### config.mk
export PLATFORM = sky130hd
export DESIGN_NAME = spi_ctrl_master
export DESIGN_NICKNAME = d
export VERILOG_FILES = /design/src/rtl/spi_ctrl_master.sv
export SDC_FILE = /design/constraint.sdc
export NUM_CORES = 1
export LEC_CHECK = 0
export BUFFER_PORTS_ARGS = -buffer_cell sky130_fd_sc_hd__buf_2
export CORE_MARGIN = 4
export CORE_UTILIZATION = 62
export CTS_BUF_LIST = sky130_fd_sc_hd__clkbuf_4 sky130_fd_sc_hd__clkbuf_8
export CTS_CLUSTER_SIZE = 28
export DETAILED_ROUTE_END_ITERATION = 10
export GPL_ROUTABILITY_DRIVEN = 0
export HOLD_SLACK_MARGIN = 0.12
export PLACE_DENSITY = 0.94
export SYNTH_ARGS = -nofsm -noshare
export SYNTH_HDL_FRONTEND = slang
export SYNTH_SLANG_ARGS = --single-unit
### constraint.sdc
create_clock -name clk -period 3.95 [get_ports clk]
set_input_delay 0.395 -clock clk [delete_from_list [all_inputs] [get_ports clk]]
set_output_delay 0.395 -clock clk [all_outputs]
set_load 0.01 [all_outputs]
### src/rtl/spi_ctrl_master.sv
// spi_ctrl_master: SPI initiator, mode 0, MSB first, one ss-low frame per
// accepted tx word. The word shifted in on miso during the frame is returned
// on rx_data with a single-cycle rx_valid pulse when ss rises.
//
// Ports:
//   clk, rst_n          system clock, asynchronous active-low reset
//   tx_data, tx_valid   word to send; accepted when tx_valid && tx_ready
//   tx_ready            high only while idle
//   rx_data, rx_valid   word captured during the last completed frame, update pulse
//   busy                high whenever a frame (including its idle gap) is in progress
//   sck, mosi, ss       SPI pins driven by this block (sck idles low, ss active low)
//   miso                SPI data in, asynchronous to clk
module spi_ctrl_master #(
    parameter int FRAME_BITS = 16,
    parameter int CLK_DIV    = 2,
    parameter int SS_SETUP   = 2,
    parameter int SS_HOLD    = 2,
    parameter int SS_IDLE    = 2
) (
    input  logic                  clk,
    input  logic                  rst_n,
    input  logic [FRAME_BITS-1:0] tx_data,
    input  logic                  tx_valid,
    output logic                  tx_ready,
    output logic [FRAME_BITS-1:0] rx_data,
    output logic                  rx_valid,
    output logic                  busy,
    output logic                  sck,
    output logic                  mosi,
    output logic                  ss,
    input  logic                  miso
);

    // One shared phase timer covers every timed state; size it for the longest.
    localparam int M1   = (SS_SETUP > 2 * CLK_DIV) ? SS_SETUP : 2 * CLK_DIV;
    localparam int M2   = (SS_HOLD > SS_IDLE) ? SS_HOLD : SS_IDLE;
    localparam int TMAX = (M1 > M2) ? M1 : M2;
    localparam int TW   = $clog2(TMAX);
    localparam int BW   = $clog2(FRAME_BITS + 1);

    localparam logic [TW-1:0] SETUP_LAST = TW'(SS_SETUP - 1);
    localparam logic [TW-1:0] LOW_LAST   = TW'(CLK_DIV - 1);
    localparam logic [TW-1:0] HIGH_LAST  = TW'(2 * CLK_DIV - 1);
    localparam logic [TW-1:0] HOLD_LAST  = TW'(SS_HOLD - 1);
    localparam logic [TW-1:0] GAP_LAST   = TW'(SS_IDLE - 1);
    localparam logic [BW-1:0] BIT_LAST   = BW'(FRAME_BITS - 1);

    typedef enum logic [2:0] {IDLE, SETUP, SHIFT, HOLD, GAP} state_t;

    state_t                state;
    logic [TW-1:0]         timer;
    logic [BW-1:0]         bit_cnt;
    logic [FRAME_BITS-1:0] tx_sr;
    logic [FRAME_BITS-1:0] rx_sr;
    logic [FRAME_BITS-1:0] tx_next;
    logic [1:0]            miso_sync;

    assign tx_next = tx_sr << 1;

    // miso comes from outside the clk domain; two flops before it is used.
    always_ff @(posedge clk or negedge rst_n) begin
        if (!rst_n) begin
            miso_sync <= 2'b00;
        end else begin
            miso_sync <= {miso_sync[0], miso};
        end
    end

    always_ff @(posedge clk or negedge rst_n) begin
        if (!rst_n) begin
            state    <= IDLE;
            timer    <= '0;
            bit_cnt  <= '0;
            tx_sr    <= '0;
            rx_sr    <= '0;
            rx_data  <= '0;
            rx_valid <= 1'b0;
            tx_ready <= 1'b1;
            busy     <= 1'b0;
            sck      <= 1'b0;
            mosi     <= 1'b0;
            ss       <= 1'b1;
        end else begin
            rx_valid <= 1'b0;
            case (state)
                IDLE: begin
                    if (tx_valid) begin
                        tx_sr    <= tx_data;
                        bit_cnt  <= '0;
                        timer    <= '0;
                        ss       <= 1'b0;
                        mosi     <= tx_data[FRAME_BITS-1];
                        tx_ready <= 1'b0;
                        busy     <= 1'b1;
                        state    <= SETUP;
                    end
                end
                SETUP: begin
                    if (timer == SETUP_LAST) begin
                        timer <= '0;
                        state <= SHIFT;
                    end else begin
                        timer <= timer + 1'b1;
                    end
                end
                SHIFT: begin
                    // timer 0..CLK_DIV-1 is the sck-low half, the rest the high half.
                    if (timer == LOW_LAST) begin
                        sck   <= 1'b1;
                        timer <= timer + 1'b1;
                    end else if (timer == HIGH_LAST) begin
                        // Last clk of the high half: sample, fall, advance.
                        sck     <= 1'b0;
                        rx_sr   <= (rx_sr << 1) | FRAME_BITS'(miso_sync[1]);
                        bit_cnt <= bit_cnt + 1'b1;
                        timer   <= '0;
                        if (bit_cnt == BIT_LAST) begin
                            mosi  <= 1'b0;
                            state <= HOLD;
                        end else begin
                            tx_sr <= tx_next;
                            mosi  <= tx_next[FRAME_BITS-1];
                        end
                    end else begin
                        timer <= timer + 1'b1;
                    end
                end
                HOLD: begin
                    if (timer == HOLD_LAST) begin
                        timer    <= '0;
                        ss       <= 1'b1;
                        rx_data  <= rx_sr;
                        rx_valid <= 1'b1;
                        state    <= GAP;
                    end else begin
                        timer <= timer + 1'b1;
                    end
                end
                GAP: begin
                    if (timer == GAP_LAST) begin
                        timer    <= '0;
                        tx_ready <= 1'b1;
                        busy     <= 1'b0;
                        state    <= IDLE;
                    end else begin
                        timer <= timer + 1'b1;
                    end
                end
                default: state <= IDLE;
            endcase
        end
    end

endmodule
# == After elaboration in Yosys (flattened, before gate mapping) ==
# Cells that the tools add are included.
# totals
elab_cells,86
out_inout_bits,22
register_bits,65
in_bits,20
# op_classes
bitwise,2
n_eq_ne,15
reduce_logical,16
addsub,2
n_mux,38
# ops
cell,count
15-bit 2-to-1 mux,4
15-bit one-hot mux with 2 select lines,1
3-bit 2-to-1 mux,7
2-bit inequality test (second input constant),8
16-bit by 1-bit bitwise OR with 16-bit output,1
5-bit 2-to-1 mux,3
3-bit one-hot mux with 5 select lines,1
1-bit 2-to-1 mux,12
5-bit one-hot mux with 2 select lines,1
3-bit AND reduction,3
2-bit 2-to-1 mux,4
1-bit one-hot mux with 2 select lines,4
2-bit nonzero test,4
7-bit AND reduction,1
3-bit by 2-bit equality test with 1-bit output (second input constant),2
2-bit one-hot mux with 3 select lines,1
2-bit AND reduction,3
5-bit by 1-bit adder with 5-bit output (second input constant),1
5-bit by 4-bit equality test with 1-bit output (second input constant),1
5-bit AND reduction,1
4-bit AND reduction,1
3-bit by 1-bit equality test with 1-bit output (second input constant),1
3-bit equality test (second input constant),1
3-bit zero test,1
other kinds (6),6

# == Depth between registers and ports, before layout ==
# Gate-level depths: netlist (run 1).
# logic_depth
depth_word,5
ltp_mapped,8
depth_no_buf,6

# == Worst setup path after synthesis (run 1) ==
# No wires, ideal clock.
# synth_timing
kind,flip-flop to flip-flop
from,register bit_cnt[0]
to,register tx_sr[10]
t_required_ps,3877
arrival_time_ps,1956
path_stages_with_launch,8
slack_ps,1921
synth_period_minus_slack_ps,2029
setup_time_ps,73
cell_sequence,dfrtp_1 > ha_1 > and3_1 > ha_1 > a2111oi_4 > o21a_4 > buf_6 > a2bb2oi_2
# synth_between
elab_chain_len,3
# synth_rtl
item,line_no,text
"start, declared",52,logic [BW-1:0] bit_cnt;
"start signal, assigned",115,bit_cnt <= bit_cnt + 1'b1;
5-bit by 4-bit equality test with 1-bit output,117,if (bit_cnt == BIT_LAST) begin
2-bit inequality test (no line),-,
5-bit AND reduction (no line),-,
"end signal, assigned",88,tx_sr <= tx_data;
"end signal, assigned",121,tx_sr <= tx_next;
"end, declared",53,logic [FRAME_BITS-1:0] tx_sr;
# Every way passes these cells.
# A chain may end at the register's enable or synchronous reset.

# == Worst setup path in the final report (run 1) ==
# layout_timing
from,register state[1]
to,register rx_sr[8]
# layout_between
elab_chain_len,2
# layout_rtl
item,line_no,text
"start, declared",50,state_t state;
"start signal, assigned",71,state <= IDLE;
"start signal, assigned",95,state <= SETUP;
"start signal, assigned",101,state <= SHIFT;
3-bit by 2-bit equality test with 1-bit output,85,case (state)
3-bit AND reduction (no line),-,
"end signal, assigned",114,rx_sr <= (rx_sr << 1) | FRAME_BITS'(miso_sync[1]);
"end, declared",54,logic [FRAME_BITS-1:0] rx_sr;
# Every way passes these cells.

==> results.toml, run 1 <==
[status]
status = "complete, no violations"

[placement]
dp_hpwl_um = 3600
place_inst = 331
portBuffers = 41

[worst_hold_path]
hold_path_depth = 1
hp-start = "miso"
hp-class = "in -> reg"
hold_end = "miso_sync[0]"

[worst_setup_path]
critPathLaunchType = "flip-flop"
critical-path-max-stage-delay_ns = 0.72
r2r_start = "state[1]"
path_max_fanout = 19
reg2regPathDepth = 3
critPathTopFamily = "simple AND/OR/NAND/NOR gates"
arrival_ns = 2.88
critical_path_required_ns = 4.17
crit_path_end_kind = "flip-flop"
path_buf_inv = 0
crit_slowest_cell = "dfrtp_1"
timing.rr.end = "rx_sr[8]"
reg2reg_slack_ns = 1.29
worstPathCellList = "nor3b_4 -> and2_1 -> mux2_2"
crit_type = "reg -> reg"

[sta]
rsz0062_at_grt = "no"
fin_crit_ns = 2.66
fmax_mhz = 376
maxSlewViolCount = 0
clock_skew_ns = 0.0110
setup_viol = 0
tightest_slew_ns = 0.942
post-route-period-util_pct = 67.3
timing.slew.headroom_pct = 37.2
finalHoldViolations = 0
setup_tns_ns = 0

[layout]
fin_cells = 347
drive_gt1_share_pct = 31.2
area_growth_pct = 14.6
nets = 316
postLayoutCoreUtil_pct = 74.6
num_antenna_cells = 0
n_fill_cell = 286

[drt]
vias_per_cell = 5.77
ant_nets = 0
num_vias = 2001
wl_per_cell_um = 15.8
routed_wl_um = 5490
dr.first_iter.drc_count = 141
drc = 0
firstDrtPassIters = 4

[clock_network]
clkLatencyLatePin_ns = 0.34
path_clk_slew_ns = 0.08
cts_setup_buffers = 0
clk_path_buf_depth = 2
hold_buffers = 0
numCtsBuffers = 9
cts_tree = "built"
cts_sinks = 65
h-tree-depth = 3
cts_resized = 0
root_buffer = "clkbuf_8"

[die]
num_rows = 24
placeableCoreArea_um2 = 4410
start_util_pct = 65.1
io_pins = 42
fp.dieH_um = 76.1
fp.dieArea_um2 = 5790
chipWidth_um = 76.1

[logic_synthesis]
synth_common_cells = "63 x dfrtp_1, 63 x nand2_1, 17 x mux2_2, 14 x o22ai_1, 9 x a2bb2oi_2"
avgSynthCellArea_um2 = 11.5
yosysSeqAreaShare_pct = 56.7
ys_async_sr_fraction_pct = 100
synth_top_cell_by_area = "dfrtp_1"
netlist_area_um2 = 2870
synth_cell_types = 43
synthTopCellsByArea = "dfrtp_1 55%, nand2_1 8.2%, mux2_2 6.7%, a2bb2oi_2 4.7%, o22ai_1 3.0%"
synth_cells = 250
synth_top_area_share_pct = 54.9
ys.flop_type = "dfrtp_1"
ys_ff_latch = 65
synth_edf_count = 0
synthesis.nets = 276
yosys_warnings = 0

[global_route]
antenna_found_initial = 0
grt_start_max_net_pins = 44
grt_pass1_wl_um = 9840
track_usage_pct = 21.1
grt_pass1_vias = 2084
grt_overflow = 0

[pwr]
power_switching_mw = 0.807
power_leakage_nw = 1.63
internal-power_mw = 1.55
power_density_nw_per_um2 = 715
power_mw = 2.35
p_comb_share_pct = 31.3
pwr-share-seq_pct = 42.6
swShare_pct = 34.3
pwr-share-clk_pct = 26.1
vdd_ir_drop_max_uv = 418

[flow_run]
maxCapViolCount = 0
-- power by group through the flow --
stage               Combinational, mW  Sequential [mW]  Clock [mW]
finish                          0.737             1.00       0.614
global route                    0.820             1.03       0.660
CTS                             0.742             1.00       0.620
detailed placement              0.735             1.01           0
global placement                0.704             1.00           0
floorplan                       0.649            0.942           0
-- routing by layer --
metal	track usage [%]	vias up	wire length (µm)
li1	-	965	-
met1	26.8	977	2470
met2	32.5	45	2630
met3	7.68	14	247
met4	9.27	0	142
met5	0	-	0
-- state kept, by name, summed over array words and instances (netlist names) --
register / flops
bit_cnt: 5
miso_sync: 2
tx_sr: 15
timer: 2
tx_ready: 1
sck: 1
ss: 1
rx_sr: 16
busy: 1
state: 3
rx_data: 16
mosi: 1
rx_valid: 1
-- through the flow --
stage	hold slack, ns	setup slack [ns]	cell area [µm²]
floorplan	0.0994	1.92	2870
finish	0.161	1.29	3290
global route	0.145	1.11	3290
CTS	0.144	1.31	3290
detailed placement	0.336	1.34	3080
global placement	0.336	1.40	3080
-- kinds of logic after synthesis --
kind of cell	share of synthesized area (%)
muxes	7.06
xor gates and xnor gates	0.305
adders and majority gates	2.61
AOI/OAI and AO/OA	16.4
DFF	56.7
buffers and inverters	3.44
and+or+nand+nor	13.5
-- area by class of cell --
type	instances	area, µm²	share of cell area, %
clock buffers	10	131	3.99
multi-input cells	166	1140	34.8
clock inverters	6	82.6	2.51
repair buffers	43	220	6.69
inverters	5	18.8	0.570
flip-flops and latches	65	1630	49.5
well taps	52	65.1	1.98
-- worst max path at each step --
stage | startpoint | to | slack [ns] | depth (start not counted)
global placement | state[1] | rx_sr[15] | 1.40 | 3
floorplan | bit_cnt[0] | tx_sr[10] | 1.92 | 7
global route | state[1] | rx_sr[9] | 1.11 | 3
CTS | state[1] | rx_sr[8] | 1.31 | 3
detailed placement | state[1] | rx_sr[8] | 1.34 | 3
finish | state[1] | rx_sr[8] | 1.29 | 3
-- layout by cell type, fill, tap and decap left out, types with 3 or more instances in the layout --
master     count
o21ai_0        6
nand2_1       63
buf_2         41
o22ai_1       14
ha_1           6
clkbuf_8       9
mux2_2        17
nor2b_1        3
dfrtp_1       63
a2bb2oi_2      9
clkinv_2       3
nor2_1         4
nor3_1         3
inv_1          4
a2bb2oi_1      6
a21oi_1        6
Power figures use the tool's default switching activity.
==> run 2: changes to the inputs <==
CORE_UTILIZATION = 53   (was 62)
PLACE_DENSITY = 0.86   (was 0.94)
clock period = 2.3 ns   (was 3.95 ns; I/O delays follow)
==> results.toml, run 2 (synthesis results as in run 1) <==
[global_route]
antenna_found_initial = 0
grt_overflow = 0
track_usage_pct = 20.0
grt_start_max_net_pins = 28
grt_pass1_vias = 2107
grt_pass1_wl_um = 9990

[drt]
drc = 0
vias_per_cell = 5.40
routed_wl_um = 5760
ant_nets = 0
firstDrtPassIters = 4
wl_per_cell_um = 15.3
dr.first_iter.drc_count = 101
num_vias = 2036

[sta]
clock_skew_ns = 0.00671
worst_hold_slack_ns = 0.198
setup_viol = 0
fin_crit_ns = 2.05
worst_slack_ns = 0.253
fmax_mhz = 489
post-route-period-util_pct = 89.0
tightest_slew_ns = 0.511
rsz0062_at_grt = "no"
timing.slew.headroom_pct = 65.9
setup_tns_ns = 0
finalHoldViolations = 0
maxSlewViolCount = 0

[layout]
fin_cells = 377
final_cell_mix = "63 x nand2_1, 63 x dfrtp_1, 41 x buf_2, 17 x mux2_2, 14 x o22ai_1"
area_growth_pct = 18.3
n_fill_cell = 396
drive_gt1_share_pct = 32.9
nets = 328
register_area_um2 = 1630
multi_input_area_um2 = 1140
reg_top3 = "rx_data: 16 flops, rx_sr: 16 flops, tx_sr: 15 flops"
num_antenna_cells = 0

[clock_network]
cts_resized = 0
h-tree-depth = 3
clkLatencyLatePin_ns = 0.34
cts_sinks = 65
cts_setup_buffers = 0
cts_tree = "built"
path_clk_slew_ns = 0.06
root_buffer = "clkbuf_8"
numCtsBuffers = 9
hold_buffers = 3
clk_path_buf_depth = 2

[pwr]
power_mw = 4.04
power_density_nw_per_um2 = 1190
vdd_ir_drop_max_uv = 703
power_leakage_nw = 1.69

[worst_setup_path]
critPathLaunchType = "flip-flop"
critical_path_required_ns = 2.55
crit_path_end_kind = "flip-flop"
path_max_fanout = 15
arrival_ns = 2.30
crit_type = "reg -> reg"

[die]
io_pins = 42
fp.dieH_um = 81.6
placeableCoreArea_um2 = 5170
fp.dieArea_um2 = 6660
num_rows = 26
start_util_pct = 55.5
chipWidth_um = 81.6

[placement]
dp_hpwl_um = 3870
portBuffers = 41
place_inst = 358
pre_cts_ws_ns = 0.221

[status]
status = "complete, no violations"

[worst_hold_path]
hp-class = "in -> reg"

[flow_run]
maxCapViolCount = 0
==> run 2: cell types whose count changed in the layout (fill, tap and decap cells not counted) <==
cell           previous run  this run
dlygate4sd3_1             0         3
buf_4                     2        11
clkbuf_4                  1         2
bufinv_16                 2         0
clkbuf_8                  9        13
clkinv_2                  3         0
==> run 2: per-layer routing <==
layer / vias up / track usage [%] / routed length (µm)
met4: 0 / 9.80 / 116
met1: 998 / 26.9 / 2650
met5: - / 0 / 0
li1: 986 / - / -
met3: 13 / 3.84 / 176
met2: 39 / 31.1 / 2810
==> run 2: worst paths after layout <==
path | from | endpoint | slack [ns] | depth (start not counted)
setup / recovery | bit_cnt[0] | tx_sr[1] | 0.25 | 6
hold / removal | tx_data[15] | mosi | 0.20 | 3
setup reg to reg | bit_cnt[0] | tx_sr[1] | 0.25 | 6
hold reg to reg | miso_sync[0] | miso_sync[1] | 0.35 | 0
max in group asynchronous | rst_n | rx_data[12] | 1.17 | 3
min in group asynchronous | rst_n | tx_sr[10] | 0.39 | 2
==> run 2: stage by stage <==
step / utilization, % / area [µm²]
3_5_place_dp: 61.2 / 3170
3_3_place_gp: 61.2 / 3170
5_1_grt: 65.7 / 3400
4_1_cts: 65.7 / 3400
6_report: 65.7 / 3400
2_1_floorplan: - / 2870
==> run 2: power breakdown <==
group          switching [mW]  internal (mW)
logic                   0.707          0.683
clock network           0.406          0.534
registers               0.284           1.42
total                    1.40           2.64
==> run 2: area by class of cell <==
type | instances | area share [%]
Clock inverter | 1 | 0.221
Timing Repair Buffer | 55 | 9.35
Multi-Input combinational cell | 166 | 33.7
Clock buffer | 15 | 5.70
Inverter | 5 | 0.552
Sequential cell | 65 | 47.9
Tap cell | 70 | 2.58
==> run 2: critical path, cell delays in order (launching register included) <==
cell and delay [ns]:
dfrtp_1 0.41, ha_1 0.22, and3_1 0.18, ha_1 0.23, a2111oi_4 0.40, o21a_4 0.33
a2bb2oi_1 0.20
